### src/rtl/mac_pkg.sv
// Shared types and constants for the pipelined signed multiply-accumulate.
// sat_add is only referenced when MAC_SATURATE_EN is defined.
package mac_pkg;

    localparam int DEF_DATA_W = 8;
    localparam int DEF_ACC_W  = 32;
    localparam int PROD_W     = 2 * DEF_DATA_W;

    typedef logic signed [DEF_DATA_W-1:0] operand_t;
    typedef logic signed [PROD_W-1:0]     prod_t;
    typedef logic signed [DEF_ACC_W-1:0]  acc_t;

    // Overflow is only possible when both addends share a sign and the sum flips it.
    function automatic acc_t sat_add(input acc_t x, input acc_t z);
        acc_t s;
        s = x + z;
        if ((x[DEF_ACC_W-1] == z[DEF_ACC_W-1]) && (s[DEF_ACC_W-1] != x[DEF_ACC_W-1])) begin
            s = x[DEF_ACC_W-1] ? {1'b1, {(DEF_ACC_W-1){1'b0}}}
                               : {1'b0, {(DEF_ACC_W-1){1'b1}}};
        end
        return s;
    endfunction

endpackage

### src/rtl/mac_mult_stage.sv
// First pipeline stage: exact signed product of a*b with the addend carried alongside.
// Data registers load only on a valid input, so idle operands are never captured.
module mac_mult_stage
    import mac_pkg::*;
#(
    parameter int DATA_W = DEF_DATA_W,
    parameter int ACC_W  = DEF_ACC_W
) (
    input  logic                       clk,
    input  logic                       rst_n,
    input  logic                       in_valid_i,
    input  logic signed [DATA_W-1:0]   a_i,
    input  logic signed [DATA_W-1:0]   b_i,
    input  logic signed [ACC_W-1:0]    acc_i,
    output logic                       vld_p1_o,
    output logic signed [2*DATA_W-1:0] prod_p1_o,
    output logic signed [ACC_W-1:0]    acc_p1_o
);

    localparam int MUL_W = 2 * DATA_W;

    logic signed [MUL_W-1:0] a_ext;
    logic signed [MUL_W-1:0] b_ext;
    logic signed [MUL_W-1:0] prod_p1_d;

    logic                    vld_p1_q;
    logic signed [MUL_W-1:0] prod_p1_q;
    logic signed [ACC_W-1:0] acc_p1_q;

    assign a_ext     = MUL_W'(a_i);
    assign b_ext     = MUL_W'(b_i);
    assign prod_p1_d = a_ext * b_ext;

    // ---- stage 1 boundary ----
    always_ff @(posedge clk or negedge rst_n) begin
        if (!rst_n) begin
            vld_p1_q  <= 1'b0;
            prod_p1_q <= '0;
            acc_p1_q  <= '0;
        end else begin
            vld_p1_q <= in_valid_i;
            if (in_valid_i) begin
                prod_p1_q <= prod_p1_d;
                acc_p1_q  <= acc_i;
            end
        end
    end

    assign vld_p1_o  = vld_p1_q;
    assign prod_p1_o = prod_p1_q;
    assign acc_p1_o  = acc_p1_q;

endmodule

### src/rtl/mac_pipeline.sv
// Two-stage pipelined signed MAC, y = acc + a*b, one op per cycle, latency 2 edges.
// Define MAC_SATURATE_EN to clamp on signed overflow instead of wrapping.
module mac_pipeline
    import mac_pkg::*;
#(
    parameter int DATA_W = DEF_DATA_W,
    parameter int ACC_W  = DEF_ACC_W
) (
    input  logic                     clk,
    input  logic                     rst_n,
    input  logic                     in_valid,
    input  logic signed [DATA_W-1:0] a,
    input  logic signed [DATA_W-1:0] b,
    input  logic signed [ACC_W-1:0]  acc,
    output logic                     out_valid,
    output logic signed [ACC_W-1:0]  y
);

    localparam int MUL_W = 2 * DATA_W;

    logic                    vld_p1;
    logic signed [MUL_W-1:0] prod_p1;
    logic signed [ACC_W-1:0] acc_p1;

    logic signed [ACC_W-1:0] prod_ext_p1;
    logic signed [ACC_W-1:0] y_p2_d;

    logic                    vld_p2_q;
    logic signed [ACC_W-1:0] y_p2_q;

    mac_mult_stage #(
        .DATA_W (DATA_W),
        .ACC_W  (ACC_W)
    ) u_mult (
        .clk        (clk),
        .rst_n      (rst_n),
        .in_valid_i (in_valid),
        .a_i        (a),
        .b_i        (b),
        .acc_i      (acc),
        .vld_p1_o   (vld_p1),
        .prod_p1_o  (prod_p1),
        .acc_p1_o   (acc_p1)
    );

    assign prod_ext_p1 = ACC_W'(prod_p1);

`ifdef MAC_SATURATE_EN
    assign y_p2_d = sat_add(acc_t'(acc_p1), acc_t'(prod_ext_p1));
`else
    assign y_p2_d = acc_p1 + prod_ext_p1;
`endif

    // ---- stage 2 boundary ----
    always_ff @(posedge clk or negedge rst_n) begin
        if (!rst_n) begin
            vld_p2_q <= 1'b0;
            y_p2_q   <= '0;
        end else begin
            vld_p2_q <= vld_p1;
            if (vld_p1) begin
                y_p2_q <= y_p2_d;
            end
        end
    end

    assign out_valid = vld_p2_q;
    assign y         = y_p2_q;

endmodule

### config.mk
export PLATFORM = sky130hd
export DESIGN_NAME = mac_pipeline
export DESIGN_NICKNAME = d
export VERILOG_FILES = /design/src/rtl/mac_pkg.sv /design/src/rtl/mac_mult_stage.sv /design/src/rtl/mac_pipeline.sv
export SDC_FILE = /design/constraint.sdc
export NUM_CORES = 1
export LEC_CHECK = 0
export ABC_AREA = 0
export BUFFER_PORTS_ARGS = -buffer_cell sky130_fd_sc_hd__buf_2
export CORE_MARGIN = 2
export CORE_UTILIZATION = 54
export DETAILED_ROUTE_END_ITERATION = 8
export PLACE_DENSITY = 0.78
export SETUP_SLACK_MARGIN = 0.02
export SYNTH_ARGS = -nofsm -noshare
export SYNTH_HDL_FRONTEND = slang
export SYNTH_SLANG_ARGS = --single-unit
### constraint.sdc
create_clock -name clk -period 2.6 [get_ports clk]
set_input_delay 0.39 -clock clk [delete_from_list [all_inputs] [get_ports clk]]
set_output_delay 0.39 -clock clk [all_outputs]
set_load 0.005 [all_outputs]
Yosys cells after proc, flatten, opt, wreduce, memory -nomap -nowiden
Index checks and enable logic that the tools add are counted.
Widths: inputs -> output; s select.
{"block": "totals", "input_bits": 51, "wordCells": 7, "out_inout_bits": 33, "ff_bits": 82}
{"block": "op_classes", "n_mul": 1, "addsub": 1}
{"cell": "$add 32x16->32", "count": 1}
{"cell": "$mul 8x8->16", "count": 1}

Longest topological paths before layout
{"block": "logic_depth", "ltp_word": 1, "ltp_mapped": 18, "ltp_nobuf": 18}

Hierarchy
Synthesis repeated with hierarchy kept, for this count alone.
{"block": "hier_totals", "cells_unflattened": 730, "area_unflattened_um2": 7319.5}
{"mod": "mac_mult_stage", "n_inst": 1, "area_each_um2": 4289.1, "cells_per_inst": 389}
{"mod": "mac_pipeline", "n_inst": 1, "area_each_um2": 3030.4, "cells_per_inst": 341}

Least setup slack after synthesis
Ideal clock, no wire load.
{"block": "synth_path", "path_kind": "input to register", "from": "input a[3]", "to": "register u_mult.prod_p1_q[13] (netlist: u_mult.prod_p1_o[13])", "stages": 17, "n_path_buf": 0, "arrival_time_ns": 4.144, "setup_slack_ns": -1.668, "t_required_ns": 2.475, "path_cell_list": "and2_1 fa_1 inv_1 fa_1 inv_1 fa_1 inv_1 fa_1 inv_1 ha_1 inv_1 o21ai_0 a211oi_1 nor3_1 nor3_1 xnor2_1 mux2_2"}
{"block": "synth_between", "elab_chain_cells": 1}
{"element": "from (decl)", "line": "mac_pipeline.sv:12", "source": "input logic signed [DATA_W-1:0] a,"}
{"element": "$mul 8x8->16", "line": "mac_mult_stage.sv:32", "source": "assign prod_p1_d = a_ext * b_ext;"}
{"element": "to (signal assigned)", "line": "mac_mult_stage.sv:43", "source": "prod_p1_q <= prod_p1_d;"}
{"element": "to (decl)", "line": "mac_mult_stage.sv:27", "source": "logic signed [MUL_W-1:0] prod_p1_q;"}
No other way between the ends.
A chain may end at the register's enable or synchronous reset.

Worst setup path after layout
{"block": "layout_path", "from": "input b[2]", "to": "register u_mult.prod_p1_q[13] (netlist: u_mult.prod_p1_o[13])"}
{"block": "layout_between", "elab_chain_cells": 1}
{"element": "from (decl)", "line": "mac_pipeline.sv:13", "source": "input logic signed [DATA_W-1:0] b,"}
{"element": "$mul 8x8->16", "line": "mac_mult_stage.sv:32"}
No other way between the ends.

==> results.py <==
metrics = {
    "routing": {
        "vias": 5962,
        "avgRoutedWirePerCell_um": 16.7,
        "post-route-drc-count": 0,
        "finalWirelength_um": 18100,
        "firstDrtPassIters": 5,
        "drtIter0Drc": 353,
        "via_per_inst": 5.48,
        "antenna_left": 0,
    },
    "worst_setup_path": {
        "crit_fanout": 3,
        "r2r-end": "y[30]",
        "r2r_setup_slack_ns": -0.21,
        "rr_startpoint": "u_mult.prod_p1_o[0]",
        "ff2ff_path_depth": 11,
        "crit_start": "b[2]",
        "cp.required_ns": 2.82,
        "critPathArrivalTime_ns": 4.10,
        "start_kind": "input port",
        "worstSetupPathType": "input port to flip-flop",
        "end_kind": "flip-flop",
    },
    "synth": {
        "synth-seq-cells": 82,
        "syn_area_mm2": 0.00712,
        "synth-simple-area-share_pct": 12.7,
        "synth_edf_count": 0,
        "synth_compound_area_share_pct": 12.4,
        "yosys.area_share.adder_pct": 26.3,
        "syn-num-nets": 880,
        "synth-main-ff-cell": "dfrtp_1",
        "synthMuxAreaShare_pct": 9.14,
        "ys_warn_count": 0,
        "yosysSeqAreaShare_pct": 28.8,
        "synth_async_sr_flop_share_pct": 100,
        "syn_inst": 713,
        "synth_cell_types": 60,
        "synthXorXnorAreaFrac_pct": 4.18,
        "synth_top_family_by_area": "adder cells",
        "avgSynthCellArea_um2": 9.98,
    },
    "floorplanning": {
        "chipWidth_um": 119,
        "initial_core_util_pct": 55.9,
        "rows": 41,
        "die_h_um": 119,
        "ios": 84,
        "core_mm2": 0.0127,
        "dieArea_mm2": 0.0141,
    },
    "placed_design": {
        "io_buffer_count": 83,
        "dp_hpwl_um": 13300,
        "gp_congestion": 0.882,
        "dp.cells": 1051,
    },
    "power": {
        "finalPower_mw": 10.7,
        "p_per_area_mw_per_mm2": 1120,
        "vdd_drop_max_v": 0.000555,
        "p_leak_nw": 4.48,
    },
    "timing": {
        "post-route-period-util_pct": 149,
        "slew_viol_final": 0,
        "timing.fmax_mhz": 257,
        "rsz0062_at_grt": "yes",
        "fin_worst_skew_ns": 0.0109,
        "slew_headroom_pct": 58.5,
        "period_needed_ns": 3.89,
        "fin_ws_ns": -1.29,
        "hold_viol_final": 0,
        "fin_tns_setup_ns": -11.78,
        "finalSetupViolCount": 16,
        "worst_pin_slew_ns": 0.622,
    },
    "clocking": {
        "cts.sink_count": 82,
        "htree_levels": 3,
        "cts_tree": "yes",
        "cts_buffers": 9,
        "clkLatencyLatePin_ns": 0.34,
        "path_clk_slew_ns": 0.06,
        "cts_buffer_depth": 2,
        "root_buffer": "clkbuf_16",
    },
    "min_path": {
        "hold_path_class": "input port to flip-flop",
        "holdPathEnd": "u_mult.acc_p1_o[6]",
        "min_from": "acc[6]",
        "hold_depth": 2,
    },
    "final_layout": {
        "multi_input_area_mm2": 0.00517,
        "drive_gt1_share_pct": 41.3,
        "final_nets": 1078,
        "n_fill_cell": 862,
        "seq_area_mm2": 0.00206,
        "syn2layout_area_growth_pct": 34.1,
        "stdcell_count": 1087,
        "antenna_cells": 0,
        "fin_util_pct": 75.0,
    },
    "global_routing": {
        "overflow": 0,
        "antenna_found_initial": 0,
        "grt_first_pass_wirelength_um": 29800,
        "grt_pass1_vias": 6353,
        "grt_max_degree": 51,
        "grt_usage_pct": 25.9,
    },
    "outcome": {
        "status": "finished with violations",
        "violations": "negative setup slack",
    },
    "job": {
        "cap_violations": 0,
    },
}
[per-stage QoR]
step / instance area (um2) / setup WS, ns / hold WS [ns]
global route: 9540 / -1.49 / 0.273
detailed placement: 8650 / -1.71 / 0.363
CTS: 9230 / -1.28 / 0.256
global placement: 8650 / -1.59 / 0.358
finish: 9540 / -1.29 / 0.276
floorplan: 7350 / -1.33 / 0.0944
[final cells by class]
class | count | area share, %
Clock buffer | 10 | 2.50
Clock inverter | 5 | 0.577
Inverter | 107 | 4.21
Multi-Input combinational cell | 512 | 54.2
Sequential cell | 82 | 21.5
Tap cell | 172 | 2.26
Timing Repair Buffer | 199 | 14.7
[worst max-delay path, cell delays in order]
cell,delay [ns]
buf_8,0.10
and2_4,0.15
fa_1,0.53
inv_1,0.05
fa_1,0.49
inv_2,0.04
fa_1,0.53
inv_1,0.05
fa_1,0.49
inv_2,0.05
ha_4,0.29
inv_2,0.04
o21ai_2,0.15
a211oi_2,0.10
nor3_2,0.21
nor3_2,0.07
xnor2_1,0.12
mux2_2,0.26
[cell usage after synthesis, types with 12 or more instances]
cell        n  area share [%]
inv_1     107             5.6
dfrtp_1    82              29
ha_1       60              11
fa_1       56              16
mux2_2     56             8.9
nand2_1    41             2.2
and2_1     38             3.3
a21oi_1    32             2.3
nor2_1     31             1.6
o21ai_0    31             2.2
xnor2_1    28             3.4
nor3_1     15             1.1
nand3_1    13            0.91
a211oi_1   12             1.3
[routing by layer]
metal	track usage, %	routed length, um
met4	9.23	518
met5	0	0
met1	31.9	7590
met2	46.5	9390
met3	3.23	612
[where the power goes]
| group | switching, mW | internal (mW) |
|---|---|---|
| registers | 0.306 | 1.71 |
| clock network | 0.506 | 0.761 |
| logic | 3.64 | 3.75 |
[worst max path at each step]
stage	endpoint	slack, ns	cells after the start
after floorplan	u_mult.prod_p1_o[13]	-1.33	17
after global placement	u_mult.prod_p1_o[13]	-1.59	18
after detailed placement	u_mult.prod_p1_o[14]	-1.71	18
after CTS	u_mult.prod_p1_o[15]	-1.28	18
after global routing	u_mult.prod_p1_o[15]	-1.49	18
final	u_mult.prod_p1_o[13]	-1.29	18
[state kept, by name, summed over array words and instances, names as in the netlist]
name and count:
y 32, u_mult.prod_p1_o 16, out_valid 1, u_mult.vld_p1_o 1, u_mult.acc_p1_o 32
[kinds of logic after synthesis]
| group | Yosys count |
|---|---|
| and+or+nand+nor | 171 |
| AOI/OAI and AO/OA | 133 |
| buffers and inverters | 119 |
| adders and majority gates | 116 |
| DFF | 82 |
| muxes | 58 |
| xor gates and xnor gates | 34 |
[what timing repair did]
action                                 CTS  global route
setup endpoints to repair               23            25
resized for setup                       55            52
hold buffers                             1             0
setup buffers                            9            13
pin swaps                               23            28
endpoints found under the hold margin    6             0
[cells in the final DEF (no fill, tap or decap), types with 28 or more instances in the layout]
cell type  synthesis  routed
buf_2              1      71
ha_1              60      38
nand2_1           41      39
mux2_2            56      50
inv_1            107      93
fa_1              56      51
nor2_1            31      28
buf_4              2     109
dfrtp_1           82      81
Power figures use the tool's default switching activity.
